<file path="src/rtl/wwfa_arbiter_4x4.sv">
// -----------------------------------------------------------------------------
// wwfa_arbiter_4x4
//
// Wrapped Wavefront Arbiter core for a 4x4 crossbar. A request matrix is
// latched together with the starting priority diagonal. The four wrapped
// diagonals are then swept one per cycle. Every cell on the current diagonal
// whose row and column are still free is granted. The resulting conflict-free
// grant matrix is offered through a valid/ready handshake. After the handshake
// a single shift_work pulse advances the upstream priority shifters.
//
// Ports
//   clk          system clock, rising edge
//   reset        asynchronous, active-low reset
//   req          request matrix, bit i*4+j = input i wants output j
//   req_valid    req is valid
//   req_ready    block can accept a request matrix (IDLE only)
//   prio_diag    one-hot priority diagonal from the shifters
//   shift_work   one-cycle pulse advancing the priority shifters
//   grant        grant matrix, same mapping as req (zero unless grant_valid)
//   grant_valid  grant is valid
//   grant_ready  consumer accepts the grant
// -----------------------------------------------------------------------------
module wwfa_arbiter_4x4 #(
    parameter int N     = 4,
    parameter int REQ_W = 16
) (
    input  logic             clk,
    input  logic             reset,
    input  logic [REQ_W-1:0] req,
    input  logic             req_valid,
    output logic             req_ready,
    input  logic [N-1:0]     prio_diag,
    output logic             shift_work,
    output logic [REQ_W-1:0] grant,
    output logic             grant_valid,
    input  logic             grant_ready
);

    typedef enum logic [1:0] {
        ST_IDLE = 2'd0,
        ST_EVAL = 2'd1,
        ST_HOLD = 2'd2,
        ST_ADV  = 2'd3
    } state_t;

    state_t           state_q, state_d;
    logic [REQ_W-1:0] req_r_q, req_r_d;
    logic [REQ_W-1:0] grant_r_q, grant_r_d;
    logic [N-1:0]     row_busy_q, row_busy_d;
    logic [N-1:0]     col_busy_q, col_busy_d;
    logic [1:0]       wave_q, wave_d;
    logic [1:0]       prio_q, prio_d;
    logic             req_ready_q, req_ready_d;

    logic [1:0]       prio_idx;
    logic [1:0]       cur_diag;
    logic [REQ_W-1:0] win;      // cells granted on the current wave
    logic [REQ_W-1:0] win_t;    // transpose of win, for column reduction
    logic [N-1:0]     row_win;
    logic [N-1:0]     col_win;

    // Lowest set bit of the priority vector; an all-zero vector selects
    // diagonal 0 so a missing priority still yields a defined sweep.
    always_comb begin
        prio_idx = 2'd0;
        if (prio_diag[0])      prio_idx = 2'd0;
        else if (prio_diag[1]) prio_idx = 2'd1;
        else if (prio_diag[2]) prio_idx = 2'd2;
        else if (prio_diag[3]) prio_idx = 2'd3;
    end

    // 2-bit add wraps naturally, giving the mod-4 diagonal index.
    assign cur_diag = prio_q + wave_q;

    // Cells on one wrapped diagonal never share a row or column, so every
    // cell on the active diagonal can be decided in parallel against the
    // busy masks accumulated from earlier waves.
    genvar gi, gj;
    generate
        for (gi = 0; gi < N; gi++) begin : g_row
            for (gj = 0; gj < N; gj++) begin : g_col
                localparam logic [1:0] CELL_DIAG = 2'((gi + gj) % N);
                assign win[gi*N+gj] = (state_q == ST_EVAL)
                                    && (cur_diag == CELL_DIAG)
                                    && req_r_q[gi*N+gj]
                                    && !row_busy_q[gi]
                                    && !col_busy_q[gj];
                assign win_t[gj*N+gi] = win[gi*N+gj];
            end
        end
        for (gi = 0; gi < N; gi++) begin : g_reduce
            assign row_win[gi] = |win[gi*N +: N];
            assign col_win[gi] = |win_t[gi*N +: N];
        end
    endgenerate

    always_comb begin
        state_d    = state_q;
        req_r_d    = req_r_q;
        grant_r_d  = grant_r_q;
        row_busy_d = row_busy_q;
        col_busy_d = col_busy_q;
        wave_d     = wave_q;
        prio_d     = prio_q;

        case (state_q)
            ST_IDLE: begin
                if (req_valid && req_ready_q) begin
                    req_r_d = req;
                    prio_d  = prio_idx;
                    wave_d  = 2'd0;
                    state_d = ST_EVAL;
                end
            end
            ST_EVAL: begin
                grant_r_d  = grant_r_q  | win;
                row_busy_d = row_busy_q | row_win;
                col_busy_d = col_busy_q | col_win;
                wave_d     = wave_q + 2'd1;
                if (wave_q == 2'd3) begin
                    state_d = ST_HOLD;
                end
            end
            ST_HOLD: begin
                if (grant_ready) begin
                    state_d = ST_ADV;
                end
            end
            ST_ADV: begin
                grant_r_d  = '0;
                row_busy_d = '0;
                col_busy_d = '0;
                wave_d     = 2'd0;
                state_d    = ST_IDLE;
            end
            default: begin
                state_d = ST_IDLE;
            end
        endcase
    end

    // Registered so that req_ready is low while reset is held and rises one
    // edge after the block settles in IDLE.
    assign req_ready_d = (state_d == ST_IDLE);

    always_ff @(posedge clk or negedge reset) begin
        if (!reset) begin
            state_q     <= ST_IDLE;
            req_r_q     <= '0;
            grant_r_q   <= '0;
            row_busy_q  <= '0;
            col_busy_q  <= '0;
            wave_q      <= 2'd0;
            prio_q      <= 2'd0;
            req_ready_q <= 1'b0;
        end else begin
            state_q     <= state_d;
            req_r_q     <= req_r_d;
            grant_r_q   <= grant_r_d;
            row_busy_q  <= row_busy_d;
            col_busy_q  <= col_busy_d;
            wave_q      <= wave_d;
            prio_q      <= prio_d;
            req_ready_q <= req_ready_d;
        end
    end

    assign req_ready   = req_ready_q;
    assign grant_valid = (state_q == ST_HOLD);
    assign grant       = grant_valid ? grant_r_q : '0;
    assign shift_work  = (state_q == ST_ADV);

endmodule

</file>
<file path="config.mk">
export PLATFORM = sky130hd
export DESIGN_NAME = wwfa_arbiter_4x4
export DESIGN_NICKNAME = d
export VERILOG_FILES = /design/src/rtl/wwfa_arbiter_4x4.sv
export SDC_FILE = /design/constraint.sdc
export NUM_CORES = 1
export LEC_CHECK = 0
export ABC_AREA = 0
export CAP_MARGIN = 25
export CORE_MARGIN = 3
export CORE_UTILIZATION = 46
export CTS_CLUSTER_SIZE = 40
export DETAILED_ROUTE_END_ITERATION = 6
export GPL_ROUTABILITY_DRIVEN = 0
export PLACE_DENSITY_LB_ADDON = 0.3
export SLEW_MARGIN = 5
export SYNTH_ARGS = -nofsm -noshare
export SYNTH_HDL_FRONTEND = slang
export SYNTH_SLANG_ARGS = --single-unit
export TNS_END_PERCENT = 30
</file>
<file path="constraint.sdc">
create_clock -name clk -period 1.9 [get_ports clk]
set_clock_uncertainty 0.05 [all_clocks]
set_input_delay 0.57 -clock clk [delete_from_list [all_inputs] [get_ports clk]]
set_output_delay 0.57 -clock clk [all_outputs]
set_load 0.03 [all_outputs]
</file>
Word level (Yosys, flattened, before mapping)
Cells that the tools add are included.

storage, ports and cells
  bits in registers = 47
  bits of input ports = 24
  output and inout port bits = 19
  logic and storage cells = 111

cells by class
  add/sub/neg operators = 2
  equality and inequality tests = 8
  muxes and demuxes = 14
  bitwise operators = 3
  reductions and logical operators = 76

operator list
  cell                                                                   count
  1-bit logical AND                                                      53
  16-bit case mux with 2 select lines                                    1
  4-bit OR reduction                                                     8
  16-bit two-way mux                                                     1
  2-bit two-way mux                                                      8
  16-bit bitwise OR                                                      1
  4-bit case mux with 2 select lines                                     2
  2-bit equality test, second input constant                             5
  1-bit zero test                                                        8
  4-bit bitwise OR                                                       2
  2-bit case mux with 4 select lines                                     1
  2-bit zero test                                                        3
  2-bit case mux with 3 select lines                                     1
  2-bit by 1-bit equality test with 1-bit output, second input constant  2
  2-bit AND reduction                                                    2
  3-bit nonzero test                                                     1
  2-bit by 1-bit adder with 2-bit output, second input constant          1
  2-bit adder                                                            1
  2-bit != test, second input constant                                   1
  2-bit nonzero test                                                     1

Logic depth before layout (Yosys ltp)
  depth after elaboration = 9
  depth in mapped cells = 5

Least setup slack after synthesis
OpenSTA, ideal clock, no wires.

  kind = reg2out
  from = register state_q[0]
  to = output port grant[10]
  arrival = 1606 ps
  required time = 1280 ps
  path slack = -326 ps
  cell stages (with the launch flop) = 6
  buffers on the path = 3
  cells stage by stage = dfrtp_1 > buf_2 > nor2b_1 > clkbuf_1 > clkbuf_1 > and2_1

between the ends
  cells in the longest elaborated chain, start to end = 2

RTL lines
  what                    RTL line  source
  from (decl)             46        state_t state_q, state_d;
  from (signal assigned)  157       state_q <= state_d;
  2-bit equality test     169       assign grant_valid = (state_q == ST_HOLD);
  net grant_valid         35        output logic grant_valid,
  16-bit two-way mux      170       assign grant = grant_valid ? grant_r_q : '0;
  to (decl)               34        output logic [REQ_W-1:0] grant,

The timed path passes the listed nets, and every way through them passes these cells.

Worst setup path after layout
  from = register state_q[0]
  to = output port grant[7]

between the ends
  cells in the longest elaborated chain, start to end = 2

RTL lines
  what                 RTL line
  2-bit equality test  169
  16-bit two-way mux   170

Every way passes these cells.

==> results.tsv <==
metric	value	unit
Hold Violations, Final	0	
Static Leak	1.45	nW
CTS Buf Count	5	
Antenna Cells	0	
GRT Overall Usage	20.9	%
Setup Viol. Count Final	9	
Yosys warning total	0	
CTS Hold Bufs	0	
area of the multi-input gates	1010	um^2
wire length per cell	15.4	um
syn_nets	247	
Syn Area/Cell	9.76	um^2
chip height	74.5	um
max_cap viols	0	
Setup CP Type	flop to output port	
CTS root buffer	clkbuf_8	
Worst Path Max Fanout	5	
vias in the first global route	1737	
RSZ-0062 raised after global routing	true	
Placement Setup Slack	-0.123	ns
Die W	74.5	um
Top FF cell, synth	dfrtp_1	
die area	5550	um^2
vias	1835	
antenna violations before repair	0	
Worst-path clk slew	0.08	ns
DP HPWL	3.68	mm
Slew headroom	68.6	%
H-tree Lvls	2	
initial DRC count	175	
PD cells	1450	nW/um^2
Layout Nets	319	
Remaining DRCs	0	
crit start category	flop	
register area share after synthesis	54.5	%
largest net degree at the start of global routing	22	
Core Rows	24	
vias per cell	5.33	
CP arrival	1.32	ns
Sequential cell area	1180	um^2
fin cells	344	
DRT Wirelength	5.28	mm
Worst Path Required	1.28	ns
flops & latches, synth	47	
Starting Density	48.5	%
Critical Path End Type	output port	
Async SR Flop Fraction	100	%
DRT met1 WL	2.31	mm
Post-Syn Instances	221	
Worst Slack Setup Final	-0.0438	ns
CORE AREA	4440	um^2
area delta synth->final	39.8	%
met2 wire length	2.67	mm
Tmin final	1.94	ns
Tightest Pin Transition	0.471	ns
Syn Std Cell Area	2160	um^2
maximum vdd drop	0.582	mV
DR WL met3	232	um
Tot Pwr	4.38	mW
Final period util	102	%
failing checks	setup timing	
Port Buffers	42	
First-pass DRT Iterations	4	
Slew Viols, Final	0	
global route overflow	0	
CTS Buffer Depth	2	
outcome	complete, but fails checks	
layout cells sized above 1	26.4	%
Post-synth EDFFs	0	
global-route wire length before repair	8.54	mm
I/O Pins	43	
CTS Sinks	47	
post-route ant nets	0	
Min-Delay Path Class	input port to async pin	
DR top layer	met4	
f_max	514	MHz
synth unique cells	34	
CTS tree	built	
Placed Cells	332	
worst-skew pair later-pin latency	0.29	ns
fillers	348	
setup total negative slack	-0.202	ns
placed cells by master, fill, tap and decap left out, types with 6 or more instances in the layout:
master,Yosys,final
inv_1,8,8
a21oi_1,7,7
buf_6,0,18
dfrtp_1,47,47
buf_4,0,25
nand4_1,6,6
nand2_1,62,62
and2_1,16,6
o21a_1,8,8
o41a_1,7,7
clkdlybuf4s50_1,0,22
nor2_1,21,21
layer usage:
metal	up-vias	track usage (%)
li1	891	-
met2	50	34.4
met4	0	7.31
met5	-	0
met1	889	27.6
met3	5	4.05
cell usage after synthesis (2+ instances only):
master    instances  area share, %
dfrtp_1          47             55
nor4b_2           2            1.4
ha_1              2            1.2
o21ai_0           5            1.2
nor4b_1           3            1.2
and2_1           16            4.6
inv_1             8            1.4
nand2_1          62             11
nand4_1           6            1.7
nor2_1           21            3.7
nor2b_1           2           0.58
o41a_1            7            3.7
clkbuf_1          5           0.87
buf_2             2           0.46
o21a_1            8            2.8
a21oi_1           7            1.6
sequential cells by signal, indices dropped and copies added (netlist names):
register    flops
col_busy_q      4
grant_r_q      16
prio_q          2
req_r_q        16
req_ready       1
row_busy_q      4
state_q         2
wave_q          2
cell families after synthesis:
group	Yosys count	synth area share, %
AO/OA/AOI/OAI	32	11.2
XOR/XNOR	2	2.26
adder cells (fa/ha/maj)	2	1.16
buffers and inverters	16	2.90
flip-flops	47	54.5
AND/OR/NAND/NOR	122	28.0
repair_timing:
| item | 4_1_cts | 5_1_grt |
|---|---|---|
| gates resized for setup | 30 | 6 |
| buffers inserted | 5 | 0 |
| pin swaps | 3 | 4 |
| endpoints found under the setup margin | 23 | 26 |
| cloned | 3 | 0 |
power by group:
part	total, mW	leakage (nW)	switching, mW	internal [mW]
clock	0.540	0.0371	0.295	0.245
sequential	1.83	0.595	0.383	1.45
combinational	2.02	0.818	0.997	1.02
total	4.38	1.45	1.68	2.71
layout make-up:
class                      count  share of cell area [%]
clock buffer                   6                    2.41
inverter                       9                    1.12
multi-input combinational    161                    33.6
sequential                    47                    39.0
tap                           52                    2.16
timing repair buffer          69                    21.7
worst max-delay path: stages (launching register included):
cell	delay, ns
dfrtp_1	0.40
buf_6	0.15
nor2b_4	0.17
and2_2	0.18
buf_6	0.12
through the flow:
step / cell area, um^2 / utilization, % / hold WS (ns)
after floorplan: 2180 / - / 0.224
after global placement: 2780 / 62.6 / 0.406
after detailed placement: 2780 / 62.6 / 0.405
after CTS: 2990 / 67.2 / 0.181
after global routing: 3020 / 67.8 / 0.195
final: 3020 / 67.8 / 0.171
worst paths after layout:
path | startpoint | end | slack [ns] | cells past startpoint
worst max register to register | state_q[0] | col_busy_q[3] | 0.07 | 7
min in group clk | req_r_q[13] | req_r_q[13] | 0.43 | 2
worst min register to register | req_r_q[13] | req_r_q[13] | 0.43 | 2
worst max-delay path | state_q[0] | grant[7] | -0.04 | 4
worst min-delay path | reset | grant_r_q[2] | 0.17 | 1
max in group asynchronous | reset | row_busy_q[2] | 1.00 | 2
(Power assumes the default switching activity.)
